`config.mk`:
```
export PLATFORM = sky130hd
export DESIGN_NAME = wave_capture_flat
export DESIGN_NICKNAME = d
export VERILOG_FILES = /design/src/rtl/wave_capture_if.sv /design/src/rtl/wave_capture.sv /design/src/flat_wrapper.sv
export SDC_FILE = /design/constraint.sdc
export NUM_CORES = 1
export LEC_CHECK = 0
export ABC_AREA = 1
export ABC_CLOCK_PERIOD_IN_PS = 7150
export CAP_MARGIN = 20
export CORE_MARGIN = 1
export CORE_UTILIZATION = 50
export DETAILED_ROUTE_END_ITERATION = 12
export PLACE_DENSITY = 0.73
export SYNTH_ARGS = -nofsm -noshare
export SYNTH_HDL_FRONTEND = slang
export SYNTH_SLANG_ARGS = --single-unit
export TNS_END_PERCENT = 10
```
`constraint.sdc`:
```
create_clock -name clk -period 7.15 [get_ports clk]
set_clock_uncertainty 0.1 [all_clocks]
set_input_delay 1.7875 -clock clk [delete_from_list [all_inputs] [get_ports clk]]
set_output_delay 1.7875 -clock clk [all_outputs]
set_load 0.02 [all_outputs]
```
`src/rtl/wave_capture_if.sv`:
```
// Sample-in and read-out signal bundle for wave_capture.
// Handshake: sample_in is taken when sample_valid=1. rd_data is popped on a cycle with
// rd_valid=1 and rd_ready=1. While rd_valid=1 and rd_ready=0, rd_data and rd_valid hold.
interface wave_capture_if;
    logic [7:0] sample_in;
    logic       sample_valid;
    logic       rd_ready;
    logic       rd_valid;
    logic [7:0] rd_data;

    modport master (output sample_in, output sample_valid, output rd_ready,
                    input  rd_valid,  input  rd_data);
    modport slave  (input  sample_in, input  sample_valid, input  rd_ready,
                    output rd_valid,  output rd_data);
endinterface

```
`src/rtl/wave_capture.sv`:
```
// Triggered sample capture: arm, wait for counter_in==trigger_value, buffer CAP_LEN
// samples in a FIFO, then wait for the consumer to drain it.
module wave_capture #(
    parameter int DEPTH   = 16,
    parameter int CAP_LEN = 32
) (
    input  logic        clk,
    input  logic        reset,
    input  logic        arm,
    input  logic [31:0] counter_in,
    input  logic [31:0] trigger_value,
    wave_capture_if.slave bus,
    output logic [1:0]  state,
    output logic        overflow,
    output logic        capture_done
);
    typedef enum logic [1:0] {
        IDLE    = 2'd0,
        ARMED   = 2'd1,
        CAPTURE = 2'd2,
        DRAIN   = 2'd3
    } state_e;

    localparam int            AW       = $clog2(DEPTH);
    localparam logic [AW:0]   FULL_CNT = (AW+1)'(DEPTH);
    localparam logic [15:0]   LAST_CNT = 16'(CAP_LEN);

    state_e          state_q, state_d;
    logic [AW-1:0]   wr_ptr_q, rd_ptr_q;
    logic [AW:0]     count_q, count_d;
    logic [15:0]     smp_cnt_q, smp_cnt_d;
    logic            overflow_q, overflow_d;
    logic [7:0]      mem_q [DEPTH];

    logic fifo_empty, fifo_full, pop, take, push, drop;

    assign fifo_empty = (count_q == '0);
    assign fifo_full  = (count_q == FULL_CNT);
    assign pop        = !fifo_empty && bus.rd_ready;
    assign take       = (state_q == CAPTURE) && bus.sample_valid;
    // A pop in the same cycle frees the slot, so a full FIFO still accepts the push.
    assign push       = take && (!fifo_full || pop);
    assign drop       = take && fifo_full && !pop;

    always_comb begin
        state_d      = state_q;
        smp_cnt_d    = smp_cnt_q;
        overflow_d   = overflow_q;
        capture_done = 1'b0;
        case (state_q)
            IDLE: begin
                if (arm) begin
                    state_d    = ARMED;
                    overflow_d = 1'b0;
                    smp_cnt_d  = '0;
                end
            end
            ARMED: begin
                if (counter_in == trigger_value) state_d = CAPTURE;
            end
            CAPTURE: begin
                if (take) begin
                    smp_cnt_d = smp_cnt_q + 16'd1;
                    if (drop) overflow_d = 1'b1;
                    if (smp_cnt_q + 16'd1 == LAST_CNT) state_d = DRAIN;
                end
            end
            DRAIN: begin
                if (fifo_empty) begin
                    capture_done = 1'b1;
                    state_d      = IDLE;
                end
            end
            default: state_d = IDLE;
        endcase
    end

    always_comb begin
        count_d = count_q;
        case ({push, pop})
            2'b10:   count_d = count_q + 1'b1;
            2'b01:   count_d = count_q - 1'b1;
            default: count_d = count_q;
        endcase
    end

    always_ff @(posedge clk or posedge reset) begin
        if (reset) begin
            state_q    <= IDLE;
            wr_ptr_q   <= '0;
            rd_ptr_q   <= '0;
            count_q    <= '0;
            smp_cnt_q  <= '0;
            overflow_q <= 1'b0;
        end else begin
            state_q    <= state_d;
            count_q    <= count_d;
            smp_cnt_q  <= smp_cnt_d;
            overflow_q <= overflow_d;
            if (push) wr_ptr_q <= wr_ptr_q + AW'(1);
            if (pop)  rd_ptr_q <= rd_ptr_q + AW'(1);
        end
    end

    // Storage carries no reset; emptiness is tracked by count_q alone.
    always_ff @(posedge clk) begin
        if (push) mem_q[wr_ptr_q] <= bus.sample_in;
    end

    assign bus.rd_valid = !fifo_empty;
    assign bus.rd_data  = fifo_empty ? 8'h00 : mem_q[rd_ptr_q];
    assign state        = state_q;
    assign overflow     = overflow_q;
endmodule

```
`src/flat_wrapper.sv`:
```
// flat-port wrapper written by rule: the top's interface ports become plain ports
module wave_capture_flat 
#(
    parameter int DEPTH   = 16,
    parameter int CAP_LEN = 32
)
  (clk, reset, arm, counter_in, trigger_value, state, overflow, capture_done, bus_sample_in, bus_sample_valid, bus_rd_ready, bus_rd_valid, bus_rd_data);
  wave_capture_if bus_i ();
  input  logic clk;
  input  logic reset;
  input  logic arm;
  input  logic [31:0] counter_in;
  input  logic [31:0] trigger_value;
  output logic [1:0] state;
  output logic overflow;
  output logic capture_done;
  input wire logic [$bits(bus_i.sample_in)-1:0] bus_sample_in;
  input wire logic [$bits(bus_i.sample_valid)-1:0] bus_sample_valid;
  input wire logic [$bits(bus_i.rd_ready)-1:0] bus_rd_ready;
  output wire logic [$bits(bus_i.rd_valid)-1:0] bus_rd_valid;
  output wire logic [$bits(bus_i.rd_data)-1:0] bus_rd_data;
  assign bus_i.sample_in = bus_sample_in;
  assign bus_i.sample_valid = bus_sample_valid;
  assign bus_i.rd_ready = bus_rd_ready;
  assign bus_rd_valid = bus_i.rd_valid;
  assign bus_rd_data = bus_i.rd_data;
  wave_capture #(.DEPTH(DEPTH), .CAP_LEN(CAP_LEN)) u_core (.clk(clk), .reset(reset), .arm(arm), .counter_in(counter_in), .trigger_value(trigger_value), .bus(bus_i), .state(state), .overflow(overflow), .capture_done(capture_done));
endmodule
```
=== Word level (Yosys, flattened, before mapping) ===
Memories as Yosys holds them, arrays and structs flattened.
Cells that the tools add are included.

* Memory bits (writable): 128
* Input port bits: 77
* Register bits after elaboration: 32
* Memories: 1

* Add/sub/neg operators: 5
* Reductions and logical operators: 16
* Equality and inequality tests: 14
* Mux-type cells: 19

{| class="wikitable"
|+ Memory list
! name !! depth !! width !! read ports !! clocked after memory_dff !! write ports !! line !! source
|-
| u_core.mem_q || 16 || 8 || 1 || 0 || 1 || wave_capture.sv:33 || <nowiki>logic [7:0] mem_q [DEPTH];</nowiki>
|}

{| class="wikitable"
|+ Operators by type and width
! cell !! number
|-
| $eq 32x32->1 || 1
|-
| $mux 16 || 2
|-
| $pmux 16 s2 || 1
|-
| $add 16x1->16 const B || 1
|-
| $eq 16x6->1 const B || 1
|-
| $mux 2 || 5
|-
| $pmux 5 s2 || 1
|-
| $add 4x1->4 const B || 2
|-
| $mux 8 || 1
|-
| $ne 2x1->1 const B || 4
|-
| $pmux 2 s4 || 1
|-
| $mux 1 || 7
|-
| $eq 2x2->1 const B || 3
|-
| $add 5x1->5 const B || 1
|-
| $eq 5x5->1 const B || 1
|-
| $logic_and 1x1->1 || 5
|-
| $logic_not 5->1 || 1
|-
| $reduce_and 5->1 || 1
|-
| $sub 5x1->5 const B || 1
|-
| $eq 2x1->1 const B || 2
|-
| $ne 2x2->1 const B || 2
|-
| $reduce_and 4->1 || 1
|-
| $reduce_bool 2->1 || 2
|-
| $logic_not 1->1 || 3
|-
| 4 further kinds || 4
|}

=== Logic depth before layout (Yosys ltp) ===
Gate-level depths: netlist (run 1).

* Depth after elaboration: 8
* Depth in mapped cells: 17
* Depth with buffers taken out: 17

=== Least setup slack after synthesis (run 1) ===
Ideal clock, no wire load.

* Path type: input-to-reg
* Start: input bus_sample_valid
* End: register u_core.count_q[4]
* Arrival time: 3328 ps
* Library setup time: 118 ps
* Data required time: 6932 ps
* Path slack: 3604 ps
* Cell stages on the path: 14
* Cells stage by stage: nand2_1 -> clkinv_1 -> nor2_1 -> inv_1 -> fa_1 -> inv_1 -> nand2_1 -> nand2_1 -> nand2_1 -> nand3_1 -> nand2_1 -> nand2_1 -> xor2_1 -> inv_1

* Word-level cells in the longest chain between the ends: 4
* Elaborated cells on any way between the ends: 6
* Classes of those cells: eq/ne: 2; mux: 1; reduce/logical: 3

{| class="wikitable"
|+ RTL lines
! what !! line !! source
|-
| from (decl) || flat_wrapper.sv:18 || <nowiki>input wire logic [$bits(bus_i.sample_valid)-1:0] bus_sample_valid;</nowiki>
|-
| $logic_and 1x1->1 (*) || wave_capture.sv:40 || <nowiki>assign take = (state_q == CAPTURE) && bus.sample_valid;</nowiki>
|-
| $logic_and 1x1->1 (*) || wave_capture.sv:42 || <nowiki>assign push = take && (!fifo_full || pop);</nowiki>
|-
| $eq 2x1->1 / $eq 2x2->1 (equally long branches) || wave_capture.sv:80 || <nowiki>case ({push, pop})</nowiki>
|-
| $pmux 5 s2 / $reduce_bool 2->1 (equally long branches) || - ||
|-
| to (signal assigned) || wave_capture.sv:97 || <nowiki>count_q <= count_d;</nowiki>
|-
| to (decl) || wave_capture.sv:30 || <nowiki>logic [AW:0] count_q, count_d;</nowiki>
|}

Every way passes the cells marked *; elsewhere a longest branch is shown, timed or not.
A chain may end at the register's enable or synchronous reset.

=== Final worst setup path (run 1) ===
* Start: register u_core.rd_ptr_q[2]
* End: output bus_rd_data[4]

* Word-level cells in the longest chain between the ends: 2

{| class="wikitable"
|+ RTL lines
! what !! line !! source
|-
| from (decl) || wave_capture.sv:29 || <nowiki>logic [AW-1:0] wr_ptr_q, rd_ptr_q;</nowiki>
|-
| from (signal assigned) || wave_capture.sv:101 || <nowiki>if (pop) rd_ptr_q <= rd_ptr_q + AW'(1);</nowiki>
|-
| $mem_v2 16x8 || - ||
|-
| $mux 8 || wave_capture.sv:111 || <nowiki>assign bus.rd_data = fifo_empty ? 8'h00 : mem_q[rd_ptr_q];</nowiki>
|-
| to (decl) || flat_wrapper.sv:21 || <nowiki>output wire logic [$bits(bus_i.rd_data)-1:0] bus_rd_data;</nowiki>
|}

No other way between the ends.

==> reports/qor.yml, run 1 <==
status: "completed"
grt_pass1_vias: 5612
multi_input_area_um2: 2540
root_buffer: "clkbuf_16"
drive_above_1_share_pct: 6.56
syn_avg_cell_area_um2: 10.6
tns_ps: 0
cts_tree: "built"
ys_ff_latch: 160
routedWlPerCell_um: 17.8
start_kind: "flip-flop"
crit_start: "u_core.rd_ptr_q[2]"
antenna_found_initial: 0
syn_area_um2: 7480
drt_wl_total_um: 17700
hold_buffers: 0
grt_usage_pct: 23.3
cts_resized: 0
die_h_um: 124
grt_max_degree: 67
grt_overflow: 0
regArea_um2: 4650
layout_setup_ws_ps: 1850
synth_nets: 801
preCtsSetupSlack_ps: 2380
whs_ps: 409
ant_nets: 0
fillers: 1099
seq_area_frac_synth_pct: 62.1
ys_top_cells_by_area: "edfxtp_1 51%, dfrtp_1 11%, o21ai_0 5.6%"
crit_arrival_ps: 3420
period_needed_ps: 5300
worstSetupPathType: "flip-flop to output port"
portBuffers: 89
final_common_cell: "edfxtp_1"
synth_top_cell_area_share_pct: 51.4
dr_total_vias: 5657
fmax_mhz: 189
r2r-end: "u_core.mem_q[7][1]"
numCtsBuffers: 17
end_kind: "output port"
timing.rr.start: "u_core.state[0]"
gp_congestion: 0.853
reg2reg_depth: 8
drtPass1Iterations: 6
ys_warn_count: 0
syn_to_final_growth_pct: 21.9
htreeDepth: 4
rsz0062_at_grt: "false"
synth.largest_area_cell: "edfxtp_1"
cts_num_sinks: 160
nNetsFinal: 889
maxSlewViolCount: 0
drc: 0
io_pins: 90
vias_per_cell: 5.70
fp.dieArea_um2: 15500
final_cell_mix: "128 x edfxtp_1, 109 x nor2_1, 95 x nand2_1, 89 x clkdlybuf4s50_1, 84 x o21ai_0"
design_area_um2: 9120
antenna_cells: 0
drv_cap: 0
finalSetupViolations: 0
rows: 44
yosysUniqueCellTypes: 27
start_util_pct: 51.3
tightest_slew_ps: 1110
dp_hpwl_um: 11800
worst-path-max-fanout: 18
hp-class: "flip-flop to flip-flop"
leakagePower_nw: 3.28
fin_crit_sh_pct: 74.2
r2r_slack_ps: 4050
clock_latency_ps: 430
final_util_pct: 62.5
post_cts_buffers: 0
coreArea_um2: 14600
synthesis.instances: 708
critPathRequiredTime_ps: 5260
placedInstanceArea_um2: 8550
final_hold_viol_count: 0
clk_path_buf_depth: 2
p_per_area_nw_per_um2: 346
clkTransAtPathRegs_ps: 70
die_x_um: 124
ir_drop_v: 0.000225
grt_first_pass_wirelength_um: 27800
max-slew-margin-rel_pct: 25.5
drt_iter0_drc: 698
crit_end: "bus_rd_data[4]"
-- cell usage after synthesis --
library cell and instances:
buf_2 4, nor3_2 1, o22ai_1 12, a31oi_1 1
or2_2 2, o221ai_1 28, nand2_2 6, nor2_2 4
nor3_1 3, clkinv_1 2, nand2_1 95, edfxtp_1 128
xnor2_1 30, nor2_1 109, fa_1 1, dfrtp_1 32
xor2_1 9, nor2_4 3, inv_1 53, o21ai_1 1
nand3_1 39, nand4_1 10, o211ai_1 1, o21ai_0 84
a21oi_1 13, ha_1 15, clkbuf_1 22
-- how the worst min path moves through the flow --
stage / from / endpoint / slack (ps) / cells past startpoint
finish: u_core.count_q[0] / u_core.count_q[0] / 410 / 1
global route: u_core.count_q[4] / u_core.count_q[4] / 450 / 2
CTS: u_core.count_q[0] / u_core.count_q[0] / 410 / 1
detailed placement: u_core.count_q[4] / u_core.count_q[4] / 390 / 2
global placement: u_core.count_q[0] / u_core.count_q[0] / 390 / 1
floorplan: u_core.count_q[0] / u_core.count_q[0] / 360 / 1
-- critical path, stage by stage, from the launching register on --
cell	delay, ps
dfrtp_1	870
clkinv_1	770
o221ai_1	250
nand3_1	110
a21oi_1	300
clkdlybuf4s50_1	680
-- cell type report --
type,count,share of cell area [%]
Inverter,55,2.26
Timing Repair Buffer,95,10.3
Multi-Input combinational cell,467,27.8
Clock inverter,13,1.52
Sequential cell,160,50.9
Clock buffer,18,4.70
Tap cell,184,2.52
-- through the flow --
stage	cells	power [mW]
after floorplan	708	1.88
after global placement	960	2.22
after detailed placement	961	2.27
after CTS	992	3.15
after global routing	992	3.31
final	992	3.16
-- where the power goes --
group | switching [mW] | internal (mW)
registers | 0.0787 | 1.08
logic | 0.709 | 0.410
clock network | 0.367 | 0.513
-- sequential cells by signal, summed over array words and instances (netlist names) --
name / count
u_core.mem_q: 128
u_core.smp_cnt_q: 16
u_core.count_q: 5
u_core.rd_ptr_q: 4
u_core.wr_ptr_q: 4
u_core.state: 2
u_core.overflow: 1
-- per-layer routing --
metal	global-route usage, %	vias to the layer above	share of wire [%]
met1	27.8	2690	40
met4	10.9	0	2.5
met2	39.8	286	49
li1	-	2648	-
met3	5.46	33	8.5
met5	0	-	0
-- kinds of logic after synthesis --
| kind of cell | count (synthesis) | synth area share [%] |
|---|---|---|
| xor+xnor | 39 | 4.56 |
| buf+inv | 81 | 4.13 |
| compound gates | 140 | 11.0 |
| fa+ha+maj | 16 | 2.78 |
| flops | 160 | 62.1 |
| simple gates | 272 | 15.5 |
Power figures use the tool's default switching activity.
==> inputs of run 2 (changes only) <==
--- a/config.mk
+++ b/config.mk
@@ -6,7 +6,7 @@
 export NUM_CORES = 1
 export LEC_CHECK = 0
 export ABC_AREA = 1
-export ABC_CLOCK_PERIOD_IN_PS = 7150
+export ABC_CLOCK_PERIOD_IN_PS = 5600
 export CAP_MARGIN = 20
 export CORE_MARGIN = 1
 export CORE_UTILIZATION = 50
==> constraint.sdc (replaced) <==
create_clock -name clk -period 5.6 [get_ports clk]
set_clock_uncertainty 0.1 [all_clocks]
set_input_delay 1.4 -clock clk [delete_from_list [all_inputs] [get_ports clk]]
set_output_delay 1.4 -clock clk [all_outputs]
set_load 0.02 [all_outputs]
==> run 2 against run 1 <==
Compared with the run above: sequential share of layout area is essentially flat; non-clock buffer count is the same; core utilization is essentially flat; worst hold slack lost 4.0 ps; sequential power grew 30%; cell count is the same; critical path depth grew 1; combinational power grew 26%; largest power group unchanged.
==> reports/qor.yml, run 2 (synthesis results as in run 1) <==
fp.dieArea_um2: 15500
path_cells: "inv_1 > o21ai_0 > o221ai_1 > nand3_1 > a21oi_1 > clkdlybuf4s50_1"
critPathRequiredTime_ps: 4100
crit_arrival_ps: 3690
tightest_slew_ps: 1090
ir_drop_v: 0.000299
largest_register_ffs: 128
final_common_cell: "edfxtp_1"
status: "completed"
r2r_slack_ps: 2510
largest_register: "u_core.mem_q"
cts_tree: "built"
post_cts_buffers: 0
fin_crit_sh_pct: 92.7
cpLargestDelayFamily: "buffers and inverters"
grt_usage_pct: 23.0
antenna_cells: 0
start_util_pct: 51.3
worst-path-buf-inv: 2
portBuffers: 89
worstSetupPathType: "flip-flop to output port"
hp-start: "u_core.count_q[4]"
drtPass1Iterations: 5
max-slew-margin-rel_pct: 27.3
power_mw: 4.01
drt_iter0_drc: 531
dr_total_vias: 5700
drv_cap: 0
cts_num_sinks: 160
grt_max_degree: 67
final_hold_viol_count: 0
clock_latency_ps: 420
rsz0062_at_grt: "false"
fmax_mhz: 193
r2r-end: "u_core.count_q[4]"
nNetsFinal: 889
clk_path_buf_depth: 2
min_to: "u_core.count_q[4]"
gp_congestion: 0.840
clkTransAtPathRegs_ps: 60
root_buffer: "clkbuf_16"
htreeDepth: 4
numPlacedInstances: 961
grt_overflow: 0
drt_wl_total_um: 17300
drive_above_1_share_pct: 6.56
cts_resized: 0
routedWlPerCell_um: 17.5
grt_first_pass_wirelength_um: 27500
layoutNonFillerInstCount: 992
hold_path_depth: 2
ant_nets: 0
grt_pass1_vias: 5667
coreArea_um2: 14600
end_kind: "output port"
worst-path-max-fanout: 35
syn_to_final_growth_pct: 21.9
slowest_delay_ps: 910
tns_ps: 0
antenna_found_initial: 0
die_h_um: 124
io_pins: 90
numCtsBuffers: 17
vias_per_cell: 5.75
hp-class: "flip-flop to flip-flop"
leakagePower_nw: 3.27
rows: 44
drc: 0
reg_top3: "u_core.mem_q x128, u_core.smp_cnt_q x16, u_core.count_q x5"
finalSetupViolations: 0
timing.rr.start: "u_core.state[0]"
p_per_area_nw_per_um2: 440
slowest_stage: "inv_1"
reg2reg_depth: 16
start_kind: "flip-flop"
maxSlewViolCount: 0
period_needed_ps: 5190
die_x_um: 124
dp_hpwl_um: 11400
final_cell_mix: "128 x edfxtp_1, 109 x nor2_1, 95 x nand2_1, 89 x clkdlybuf4s50_1, 84 x o21ai_0"
hold_buffers: 0
run 2: routing by layer:
layer | up-vias | global-route usage [%] | part of all wire, %
li1 | 2656 | - | -
met1 | 2739 | 29.0 | 41
met2 | 275 | 38.4 | 49
met3 | 30 | 5.41 | 7.7
met4 | 0 | 8.58 | 1.6
met5 | - | 0 | 0
run 2: worst max path at each step:
stage / start / to / slack (ps) / cells after the start
finish: u_core.rd_ptr_q[1] / bus_rd_data[4] / 410 / 6
global route: u_core.rd_ptr_q[1] / bus_rd_data[4] / 220 / 6
CTS: u_core.rd_ptr_q[1] / bus_rd_data[4] / 500 / 6
detailed placement: u_core.rd_ptr_q[1] / bus_rd_data[4] / 980 / 6
global placement: u_core.rd_ptr_q[1] / bus_rd_data[4] / 1040 / 6
floorplan: bus_sample_valid / u_core.count_q[4] / 2440 / 14
run 2: layout make-up:
cell class	instances	area, µm²
clock buffers	17	425
clock inverters	14	134
fillers	1092	5470
inverters	55	206
multi-input cells	467	2530
flip-flops and latches	160	4650
well taps	184	230
repair buffers	95	948
run 2: power breakdown:
group / total [mW] / leakage (nW) / internal [mW] / switching (mW)
combinational: 1.41 / 1.45 / 0.532 / 0.877
sequential: 1.51 / 1.56 / 1.38 / 0.131
clock: 1.09 / 0.261 / 0.615 / 0.478
total: 4.01 / 3.27 / 2.53 / 1.49
run 2: per-stage QoR:
| stage | setup WS, ps | hold slack [ps] | util [%] | area [µm²] |
|---|---|---|---|---|
| CTS | 500 | 407 | 62.5 | 9120 |
| global route | 225 | 435 | 62.5 | 9120 |
| global placement | 1040 | 384 | 58.6 | 8550 |
| floorplan | 2440 | 363 | - | 7480 |
| finish | 409 | 405 | 62.5 | 9120 |
| detailed placement | 978 | 388 | 58.7 | 8560 |
run 2: worst register-to-register path, cell delays in order (launching register included):
cell and delay, ps:
dfrtp_1 420, inv_1 110, ha_1 300, nand2_1 170, clkinv_1 280, nor2_1 380
inv_1 140, fa_1 420, inv_1 70, nand2_1 60, nand2_1 80, nand2_1 70
nand3_1 60, nand2_1 50, nand2_1 70, xor2_1 150, inv_1 50
==> RTL edit: new RTL, config.mk and constraints of run 1 <==
`DEPTH` is set to 16 in 2 places; all go to 64.
--- a/src/rtl/wave_capture.sv
+++ b/src/rtl/wave_capture.sv
@@ -3,3 +3,3 @@
 module wave_capture #(
-    parameter int DEPTH   = 16,
+    parameter int DEPTH   = 64,
     parameter int CAP_LEN = 32
--- a/src/flat_wrapper.sv
+++ b/src/flat_wrapper.sv
@@ -3,3 +3,3 @@
 #(
-    parameter int DEPTH   = 16,
+    parameter int DEPTH   = 64,
     parameter int CAP_LEN = 32
Behaviour: same outputs for any inputs over 4 cycles, from zero or initial values and one cycle with reset high; that may be too few to reach the edited logic, so the function may still have changed.
==> RTL edit against run 1 <==
  * Cell count grew to 2.7 times the old value
  * Routed wire length grew to 3.2 times the old value
  * Sequential cell count up 390
  * Final area rose to 2.9 times the old value
  * Non-clock buffer count rose by 18
  * Total power grew to 3.1 times the old value
  * Area after synthesis grew to 3.1 times the old value
  * Worst setup slack lost 0.60 ns
  * Critical endpoint is now bus_rd_data[5]
  * Largest power group unchanged
==> RTL edit: results (changes against run 1) <==
Parameter                              Value

Power and ir drop
  Maximum ir drop on the vdd rail    0.4535 mV (was 0.2249 mV)
  Static Leakage    8.762 nW (was 3.276 nW)
  Pint    6.257 mW (was 2.003 mW)

Status
  Result of the run    finished, final reports clean (unchanged)

Global routing
  Vias in the first global route    15470 (was 5612)
  Total routing resource utilization after global routing    0.2436 (was 0.2333)
  Number of antenna violations at the first check in global routing    0 (unchanged)
  Pin count of the biggest net entering global routing    260 (was 67)

Worst setup path
  Arrival @ worst endpoint    4.02 ns (was 3.42 ns)
  FF-to-FF setup slack    3.34 ns (was 4.05 ns)
  Critical R2R Capture    u_core.mem_q[8][3] (was u_core.mem_q[7][1])
  Maximum fanout along the worst path    81 (was 18)

Finish
  Fraction of layout instances using a drive strength above 1    0.06253 (was 0.06559)
  Layout Nets    2140 (was 889)
  Regs by FF count    u_core.mem_q (512), u_core.smp_cnt_q (16), u_core.count_q (7) (was u_core.mem_q (128), u_core.smp_cnt_q (16), u_core.count_q (5))

Yosys
  Count of distinct cell types in the synthesized netlist    34 (was 27)
  Synth cell count leaders    512 x edfxtp_1, 423 x nor2_1, 247 x o21ai_0 (was 128 x edfxtp_1, 109 x nor2_1, 95 x nand2_1)
  Largest cells by area after synthesis    edfxtp_1 66%, nor2_1 6.8%, o21ai_0 5.3% (was edfxtp_1 51%, dfrtp_1 11%, o21ai_0 5.6%)
  Ys async rst share    0.06909 (was 0.2000)
  Number of flops mapped to enable cells by yosys    512 (was 128)
  Net Count, Synth    2079 (was 801)
  Proportion of synthesized chip area in sequential cells    0.7035 (was 0.6205)

Worst hold path
  Critical hold path startpoint    u_core.overflow (was u_core.count_q[0])
  Path type of the worst min-delay path    register to register (unchanged)
  Worst-case hold path end point    u_core.overflow (was u_core.count_q[0])

Route
  M1 wire length    23.28 mm (was 7.069 mm)
  Aggregate routed wire length    56.76 mm (was 17.69 mm)
  Detailed-router iteration count before antenna repair    5 (was 6)
  Met2 Routed Length    26.62 mm (was 8.660 mm)
  Number of vias after detailed routing    15780 (was 5657)

Placement
  Placed cell areas    0.02452 sq mm (was 0.008554 sq mm)
  Gpl congestion    0.8712 (was 0.8528)
  Post-placement setup slack    1.994 ns (was 2.380 ns)

STA
  Relative max-transition margin    0.2792 (was 0.2549)

Clock tree
  H-tree depth reported by CTS    2 (was 4)
  Clk buf depth    3 (was 2)
  Num CTS Buffers    53 (was 17)
==> RTL edit: critical path, stage by stage (launching register included) <==
cell	delay (ns)
dfrtp_4	1.03
clkinv_1	0.25
buf_4	0.35
o21ai_0	0.17
o22ai_1	0.11
nand2_1	0.07
nand2_1	0.08
a21oi_1	0.23
nand2_1	0.23
nand3_1	0.18
a21oi_1	0.08
clkdlybuf4s50_1	0.56
==> RTL edit: logic make-up (layout without fill, tap and decap cells) <==
group	after synthesis	count (layout)	share of synthesized area
compound gates	486	486	0.1161
xor+xnor	43	43	0.01623
fa+ha+maj	10	10	0.005391
buf+inv	179	282	0.03397
flops	550	550	0.7035
simple gates	724	724	0.1248
==> RTL edit: worst max-delay path by stage <==
stage                     cells past startpoint  slack [ns]                 end          startpoint
after global placement                        8        2.03      bus_rd_data[3]  u_core.rd_ptr_q[1]
after global routing                          8        1.08      bus_rd_data[0]  u_core.rd_ptr_q[0]
after detailed placement                      7        1.99  u_core.mem_q[8][3]        bus_rd_ready
after CTS                                     8        1.35      bus_rd_data[3]  u_core.rd_ptr_q[1]
final                                        11        1.24      bus_rd_data[5]  u_core.rd_ptr_q[1]
after floorplan                               7        3.35  u_core.mem_q[7][0]    bus_sample_valid
==> RTL edit: area by class of cell <==
type	count	area [sq um]	area share
Sequential cell	550	16330	0.6220
Multi-Input combinational cell	1263	6096	0.2321
Inverter	72	275.3	0.01048
Timing Repair Buffer	113	1069	0.04069
Clock inverter	34	320.3	0.01220
Tap cell	600	750.7	0.02859
Clock buffer	63	1416	0.05393
==> RTL edit: stage by stage <==
step,util,hold WS (ns),total power [mW],std cells
after floorplan,-,0.3716,6.036,1992
after global placement,0.5379,0.3909,7.038,2597
after detailed placement,0.5381,0.4047,7.119,2598
after CTS,0.5762,0.4199,9.905,2695
after global routing,0.5762,0.4252,10.40,2695
final,0.5762,0.4115,9.923,2695
==> RTL edit: power groups by stage <==
stage                     Clock [mW]  Combinational (mW)  Sequential (mW)
after floorplan                    0                2.28             3.76
after global placement             0                3.15             3.88
after detailed placement           0                3.23             3.89
after CTS                       2.83                3.25             3.82
after global routing            2.94                3.62             3.85
final                           2.80                3.29             3.83
==> RTL edit: per-layer routing <==
| metal | global-route usage | vias up |
|---|---|---|
| met5 | 0 | - |
| met4 | 0.09695 | 0 |
| met3 | 0.04045 | 109 |
| met2 | 0.3787 | 796 |
| met1 | 0.3435 | 7629 |
| li1 | - | 7244 |
